**config.mk**
```make
export PLATFORM = sky130hd
export DESIGN_NAME = l2_line_responder_flat
export DESIGN_NICKNAME = d
export VERILOG_FILES = /design/src/rtl/l2_line_responder_if.sv /design/src/rtl/l2_line_responder.sv /design/src/flat_wrapper.sv
export SDC_FILE = /design/constraint.sdc
export NUM_CORES = 2
export LEC_CHECK = 0
export ABC_AREA = 1
export CAP_MARGIN = 15
export CORE_MARGIN = 8
export CORE_UTILIZATION = 54
export CTS_CLUSTER_SIZE = 16
export DETAILED_ROUTE_END_ITERATION = 16
export PLACE_DENSITY = 0.74
export SYNTH_ARGS = -nofsm -noshare
export SYNTH_HDL_FRONTEND = slang
export SYNTH_SLANG_ARGS = --single-unit
```
**constraint.sdc**
```tcl
create_clock -name clk -period 23.5 [get_ports clk]
set_input_delay 3.525 -clock clk [delete_from_list [all_inputs] [get_ports clk]]
set_output_delay 3.525 -clock clk [all_outputs]
set_load 0.05 [all_outputs]
```
**src/rtl/l2_line_responder_if.sv**
```systemverilog
// Line-transfer bus between one L1, the L2 responder and main memory.
// The slave modport is the L2 itself; master is its environment (L1 plus memory).
interface l2_line_responder_if;
   logic         l1_read;
   logic         l1_write;
   logic [29:0]  l1_addr;
   logic [127:0] l1_wdata;
   logic [127:0] l1_rdata;
   logic         l1_ready;
   logic         mem_read;
   logic         mem_write;
   logic [27:0]  mem_addr;
   logic [127:0] mem_wdata;
   logic [127:0] mem_rdata;
   logic         mem_ready;

   modport slave (
      input  l1_read, l1_write, l1_addr, l1_wdata, mem_rdata, mem_ready,
      output l1_rdata, l1_ready, mem_read, mem_write, mem_addr, mem_wdata
   );

   modport master (
      output l1_read, l1_write, l1_addr, l1_wdata, mem_rdata, mem_ready,
      input  l1_rdata, l1_ready, mem_read, mem_write, mem_addr, mem_wdata
   );
endinterface

```
**src/rtl/l2_line_responder.sv**
```systemverilog
// Direct-mapped write-back L2 answering L1 line requests, with fills and
// write-backs to main memory. All outputs are registered.
module l2_line_responder #(
   parameter int unsigned SET_BITS   = 3,
   parameter int unsigned NUM_OF_SET = 2 ** SET_BITS,
   parameter int unsigned TAG_W      = 28 - SET_BITS
) (
   input logic                clk,
   input logic                proc_reset,
   l2_line_responder_if.slave bus
);

   typedef enum logic [1:0] {StIdle, StWriteBack, StAllocate, StRespond} state_e;

   state_e                state_q;
   logic [127:0]          data_q  [NUM_OF_SET];
   logic [TAG_W-1:0]      tag_q   [NUM_OF_SET];
   logic [NUM_OF_SET-1:0] valid_q;
   logic [NUM_OF_SET-1:0] dirty_q;

   logic                  l1_ready_q;
   logic [127:0]          l1_rdata_q;
   logic                  mem_read_q;
   logic                  mem_write_q;
   logic [27:0]           mem_addr_q;
   logic [127:0]          mem_wdata_q;

   logic [SET_BITS-1:0]   idx;
   logic [TAG_W-1:0]      tag;
   logic                  req_rd;
   logic                  req_wr;
   logic                  hit;
   logic                  victim_dirty;
   logic                  unused_addr_bits;

   // Simultaneous read and write is illegal; read wins.
   always_comb begin
      idx          = bus.l1_addr[1+SET_BITS:2];
      tag          = bus.l1_addr[29:2+SET_BITS];
      req_rd       = bus.l1_read;
      req_wr       = bus.l1_write & ~bus.l1_read;
      hit          = valid_q[idx] && (tag_q[idx] == tag);
      victim_dirty = valid_q[idx] & dirty_q[idx];
   end

   assign unused_addr_bits = ^bus.l1_addr[1:0];

   always_ff @(posedge clk) begin
      if (proc_reset) begin
         state_q     <= StIdle;
         valid_q     <= '0;
         dirty_q     <= '0;
         l1_ready_q  <= 1'b0;
         l1_rdata_q  <= '0;
         mem_read_q  <= 1'b0;
         mem_write_q <= 1'b0;
         mem_addr_q  <= '0;
         mem_wdata_q <= '0;
      end else begin
         unique case (state_q)
            StIdle: begin
               if (req_rd || req_wr) begin
                  if (hit) begin
                     if (req_rd) begin
                        l1_rdata_q <= data_q[idx];
                     end else begin
                        data_q[idx]  <= bus.l1_wdata;
                        dirty_q[idx] <= 1'b1;
                     end
                     l1_ready_q <= 1'b1;
                     state_q    <= StRespond;
                  end else if (victim_dirty) begin
                     mem_write_q <= 1'b1;
                     mem_addr_q  <= {tag_q[idx], idx};
                     mem_wdata_q <= data_q[idx];
                     state_q     <= StWriteBack;
                  end else if (req_rd) begin
                     mem_read_q <= 1'b1;
                     mem_addr_q <= bus.l1_addr[29:2];
                     state_q    <= StAllocate;
                  end else begin
                     // Full-line write: install without fetching.
                     data_q[idx]  <= bus.l1_wdata;
                     tag_q[idx]   <= tag;
                     valid_q[idx] <= 1'b1;
                     dirty_q[idx] <= 1'b1;
                     l1_ready_q   <= 1'b1;
                     state_q      <= StRespond;
                  end
               end
            end
            StWriteBack: begin
               if (bus.mem_ready) begin
                  mem_write_q <= 1'b0;
                  if (req_rd) begin
                     dirty_q[idx] <= 1'b0;
                     mem_read_q   <= 1'b1;
                     mem_addr_q   <= bus.l1_addr[29:2];
                     state_q      <= StAllocate;
                  end else begin
                     data_q[idx]  <= bus.l1_wdata;
                     tag_q[idx]   <= tag;
                     valid_q[idx] <= 1'b1;
                     dirty_q[idx] <= 1'b1;
                     l1_ready_q   <= 1'b1;
                     state_q      <= StRespond;
                  end
               end
            end
            StAllocate: begin
               if (bus.mem_ready) begin
                  data_q[idx]  <= bus.mem_rdata;
                  tag_q[idx]   <= tag;
                  valid_q[idx] <= 1'b1;
                  dirty_q[idx] <= 1'b0;
                  l1_rdata_q   <= bus.mem_rdata;
                  mem_read_q   <= 1'b0;
                  l1_ready_q   <= 1'b1;
                  state_q      <= StRespond;
               end
            end
            StRespond: begin
               l1_ready_q <= 1'b0;
               state_q    <= StIdle;
            end
            default: state_q <= StIdle;
         endcase
      end
   end

   assign bus.l1_ready  = l1_ready_q;
   assign bus.l1_rdata  = l1_rdata_q;
   assign bus.mem_read  = mem_read_q;
   assign bus.mem_write = mem_write_q;
   assign bus.mem_addr  = mem_addr_q;
   assign bus.mem_wdata = mem_wdata_q;

endmodule

```
**src/flat_wrapper.sv**
```systemverilog
// flat-port wrapper written by rule: the top's interface ports become plain ports
module l2_line_responder_flat 
#(
   parameter int unsigned SET_BITS   = 3,
   parameter int unsigned NUM_OF_SET = 2 ** SET_BITS,
   parameter int unsigned TAG_W      = 28 - SET_BITS
)
  (clk, proc_reset, bus_l1_read, bus_l1_write, bus_l1_addr, bus_l1_wdata, bus_mem_rdata, bus_mem_ready, bus_l1_rdata, bus_l1_ready, bus_mem_read, bus_mem_write, bus_mem_addr, bus_mem_wdata);
  l2_line_responder_if bus_i ();
  input logic clk;
  input logic proc_reset;
  input wire logic [$bits(bus_i.l1_read)-1:0] bus_l1_read;
  input wire logic [$bits(bus_i.l1_write)-1:0] bus_l1_write;
  input wire logic [$bits(bus_i.l1_addr)-1:0] bus_l1_addr;
  input wire logic [$bits(bus_i.l1_wdata)-1:0] bus_l1_wdata;
  input wire logic [$bits(bus_i.mem_rdata)-1:0] bus_mem_rdata;
  input wire logic [$bits(bus_i.mem_ready)-1:0] bus_mem_ready;
  output wire logic [$bits(bus_i.l1_rdata)-1:0] bus_l1_rdata;
  output wire logic [$bits(bus_i.l1_ready)-1:0] bus_l1_ready;
  output wire logic [$bits(bus_i.mem_read)-1:0] bus_mem_read;
  output wire logic [$bits(bus_i.mem_write)-1:0] bus_mem_write;
  output wire logic [$bits(bus_i.mem_addr)-1:0] bus_mem_addr;
  output wire logic [$bits(bus_i.mem_wdata)-1:0] bus_mem_wdata;
  assign bus_i.l1_read = bus_l1_read;
  assign bus_i.l1_write = bus_l1_write;
  assign bus_i.l1_addr = bus_l1_addr;
  assign bus_i.l1_wdata = bus_l1_wdata;
  assign bus_i.mem_rdata = bus_mem_rdata;
  assign bus_i.mem_ready = bus_mem_ready;
  assign bus_l1_rdata = bus_i.l1_rdata;
  assign bus_l1_ready = bus_i.l1_ready;
  assign bus_mem_read = bus_i.mem_read;
  assign bus_mem_write = bus_i.mem_write;
  assign bus_mem_addr = bus_i.mem_addr;
  assign bus_mem_wdata = bus_i.mem_wdata;
  l2_line_responder #(.SET_BITS(SET_BITS), .NUM_OF_SET(NUM_OF_SET), .TAG_W(TAG_W)) u_core (.clk(clk), .proc_reset(proc_reset), .bus(bus_i));
endmodule
```
==> metrics.log <==
[metrics] clock insertion delay at the later pin of the skew report: 0.76 ns
[metrics] Crit path required time: 24.10 ns
[metrics] post-CTS setup buffers: 0
[metrics] final setup fails: 0
[metrics] first-pass iteration count of the detailed router: 7
[metrics] horizontal die dimension: 354 um
[metrics] time the worst path needs with I/O delays and setup: 9.64 ns
[metrics] Yosys top cell area share: 59.5%
[metrics] total grt overflow: 0
[metrics] Worst Reg-to-Reg Cells: 11
[metrics] CP max FO: 69
[metrics] arrival time reported for the critical path endpoint: 10.23 ns
[metrics] part of the power in registers: 45.2%
[metrics] P&R area growth vs syn: 19.0%
[metrics] total negative setup slack: 0 ns
[metrics] number of core rows: 124
[metrics] crit share post-route: 41.0%
[metrics] floorplan core area: 114,000 um^2
[metrics] HPWL after DPL: 105,000 um
[metrics] sequential fraction of the synthesis area: 69.4%
[metrics] Clock H-tree levels: 4
[metrics] internal cell power: 4.94 mW
[metrics] worst hold-check path type: register to register
[metrics] commonest cells after routing, fill and taps aside: sky130_fd_sc_hd__nand2_1, sky130_fd_sc_hd__edfxtp_1, sky130_fd_sc_hd__clkdlybuf4s50_1, sky130_fd_sc_hd__inv_1, sky130_fd_sc_hd__o21ai_0
[metrics] share of power burned in combinational logic: 20.5%
[metrics] DRC: 0
[metrics] Clock Tree Buf Depth: 3
[metrics] global-route wire length before repair: 273,000 um
[metrics] Sw Share: 30.2%
[metrics] delay of the slowest cell on the worst path: 0.98 ns
[metrics] detailed-route wire length: 185,000 um
[metrics] Slew HR: 18.8%
[metrics] Sw Pwr: 2.14 mW
[metrics] ordered cell list for the critical path: clkdlybuf4s50_1, nor2_4, nand2_1, inv_6, nand2_1, nand2_1, a21oi_1, nand3_1, nand2_1, inv_2, nand2_1, inv_6, nand3_4, buf_4, nand2_1, a21oi_1
[metrics] wire length per cell: 24.6 um
[metrics] post-layout power: 7.08 mW
[metrics] max cap viols: 0
[metrics] cell area after placement: 68,400 um^2
[metrics] Critical-path top delay cell: sky130_fd_sc_hd__nand3_4
[metrics] Avg Vias per Cell: 5.99
[metrics] post-cts hold buffer count: 0
[metrics] R2R setup slack: 18.31 ns
[metrics] Final Wtd Congestion: 0.853
[metrics] mean instance size in the synthesized netlist: 11.3 um^2
[metrics] setup repair after global routing missed its margin: no
[metrics] Clock Sink Count: 1,529
[metrics] run status: finished, final reports clean
[metrics] count of non-filler cells in the finished layout: 7,522
[metrics] Least-Margin Pin Slew: 1.22 ns
[metrics] placed cell count: 7,226
[metrics] endpoint of the worst register-to-register path: u_core.data_q[6][18]
[metrics] total number of vias: 45,067
[metrics] FMAX: 104 MHz
[metrics] Worst Setup End Kind: register
[metrics] number of register bits inferred by synthesis: 1,529
[metrics] Boundary Pins: 578
[metrics] Nets: 6,172
[metrics] design area: 73,500 um^2
[metrics] largest vdd supply drop: 0.0664 mV
[metrics] cell with the most instances on the worst path: sky130_fd_sc_hd__nand2_1
[metrics] critical path capture point: u_core.bus.mem_wdata[53]
[metrics] Initial Util: 54.2%
[metrics] total CTS buffers: 155
[metrics] Setup Crit Path Kind: input pin to register
[metrics] layout cells sized above 1: 6.10%
[metrics] fraction of registers with async set/reset: 0%
[metrics] number of buffers added on ports: 575
[metrics] reg2reg start: u_core.state_q[0]
[metrics] Netlist Area Pre-Place: 61,700 um^2
[metrics] most common cell after layout, fill and taps aside: sky130_fd_sc_hd__nand2_1
[metrics] Chip Height: 354 um
[metrics] count of flip-flops with a built-in enable after synthesis: 1,224
[metrics] residual antenna-violating net count after detailed routing: 0
[metrics] vias in the first global route: 43,756
[metrics] reported leakage power: 26.2 nW
[metrics] PD cells: 96.4 nW/um^2
[metrics] clock network fraction of design power: 34.3%
[metrics] post-CTS resize count: 0
[metrics] number of antenna violations at the first check in global routing: 8
[metrics] maximum number of pins on one net before global-route repair: 134
[metrics] most instantiated flip-flop cell in the synthesis netlist: sky130_fd_sc_hd__edfxtp_1
[metrics] initial DRC count: 5,013
[metrics] cell at the root of the clock tree: sky130_fd_sc_hd__clkbuf_16
[metrics] number of warning messages in the yosys log: 0
[metrics] number of inserted filler cells in the final layout: 8,477
[metrics] post-synthesis cell type count: 42
[metrics] clock-pin transition on the worst setup and hold timing paths: 0.06 ns
[metrics] Final Hold Violating Endpoints: 0
[metrics] global-route total usage across every layer: 28.5%
[metrics] top post-synthesis cells by area: sky130_fd_sc_hd__edfxtp_1, sky130_fd_sc_hd__dfxtp_1, sky130_fd_sc_hd__nand2_1, sky130_fd_sc_hd__o21ai_0, sky130_fd_sc_hd__a21oi_1
[metrics] CTS tree: yes
[metrics] dominant cell type by area after synthesis: sky130_fd_sc_hd__edfxtp_1
[metrics] Critical path origin: bus_l1_addr[3]
[metrics] cells after synthesis: 5,450
[metrics] max-slew violations: 0
[metrics] launching element type of the critical path: input pin
[metrics] area of the die: 125,000 um^2
[metrics] clk_skew: 0.0274 ns
[metrics] Net Count, Synth: 5,746
[registers in the layout (all words and copies together), names as in the netlist]
name	count
u_core.bus.l1_rdata	128
u_core.bus.l1_ready	1
u_core.bus.mem_addr	28
u_core.bus.mem_read	1
u_core.bus.mem_wdata	128
u_core.bus.mem_write	1
u_core.data_q	1024
u_core.dirty_q	8
u_core.state_q	2
u_core.tag_q	200
u_core.valid_q	8
[synthesized netlist by cell type, types with 91 or more instances]
library cell,count
sky130_fd_sc_hd__a21oi_1,301
sky130_fd_sc_hd__nand3_1,255
sky130_fd_sc_hd__a221oi_1,166
sky130_fd_sc_hd__inv_1,376
sky130_fd_sc_hd__dfxtp_1,305
sky130_fd_sc_hd__a22oi_1,112
sky130_fd_sc_hd__clkbuf_1,182
sky130_fd_sc_hd__edfxtp_1,1224
sky130_fd_sc_hd__a22o_1,91
sky130_fd_sc_hd__nand4_1,208
sky130_fd_sc_hd__nor2_1,311
sky130_fd_sc_hd__nand2_1,1258
sky130_fd_sc_hd__o21ai_0,347
[worst min path at each step]
stage | end | cells after the start | start
3_3_place_gp | u_core.valid_q[4] | 2 | u_core.valid_q[4]
5_1_grt | u_core.valid_q[1] | 2 | u_core.valid_q[1]
6_report | u_core.valid_q[1] | 2 | u_core.valid_q[1]
3_5_place_dp | u_core.valid_q[1] | 2 | u_core.valid_q[1]
2_1_floorplan | u_core.valid_q[1] | 2 | u_core.valid_q[1]
4_1_cts | u_core.valid_q[1] | 2 | u_core.valid_q[1]
[metrics by stage]
stage                     hold slack (ns)  setup WS [ns]  utilization, %
after global routing                0.468          13.70            64.5
after detailed placement            0.445          13.30            60.1
after global placement              0.437          13.37            60.0
final                               0.454          13.86            64.5
after floorplan                     0.430          11.57               -
after CTS                           0.453          14.04            64.5
[worst max-delay path, delay by kind of cell]
kind	cells	cell delay [ns]
AND/OR/NAND/NOR	9	3.41
buffers and inverters	5	3.00
AO/OA/AOI/OAI	2	0.14
[layer usage]
layer	up-vias	GRT usage, %	routed length [um]	share of wire [%]
met5	-	0	7	0.0038
met4	2	9.45	5620	3.0
met3	354	6.41	19300	10
met2	2470	47.1	88900	48
met1	21972	37.5	71500	39
li1	20269	-	-	-
[power by group through the flow]
stage	Clock (mW)	Sequential (mW)	Combinational (mW)
2_1_floorplan	0	3.51	0.683
3_3_place_gp	0	3.25	1.41
3_5_place_dp	0	3.25	1.43
4_1_cts	2.45	3.20	1.44
5_1_grt	2.56	3.21	1.55
6_report	2.43	3.20	1.45
[cells by family (layout without fill, tap and decap cells)]
family | Yosys count | count (layout) | synth area share [%]
AO/OA/AOI/OAI | 1086 | 1086 | 11.0
adder cells (fa/ha/maj) | 5 | 5 | 0.101
buffers and inverters | 759 | 1311 | 5.28
flip-flops | 1529 | 1529 | 69.4
other | 0 | 8 | 0
AND/OR/NAND/NOR | 2071 | 2071 | 14.1
[layout make-up]
cell class,count,area [um^2],share of cell area (%)
multi-input cells,3162,15900,21.6
well taps,1512,1890,2.57
inverters,386,1490,2.02
clock buffers,211,4380,5.96
diodes,8,20.0,0.0272
flip-flops and latches,1529,42900,58.3
repair buffers,642,6310,8.59
clock inverters,72,653,0.889
Power figures use the tool's default switching activity.
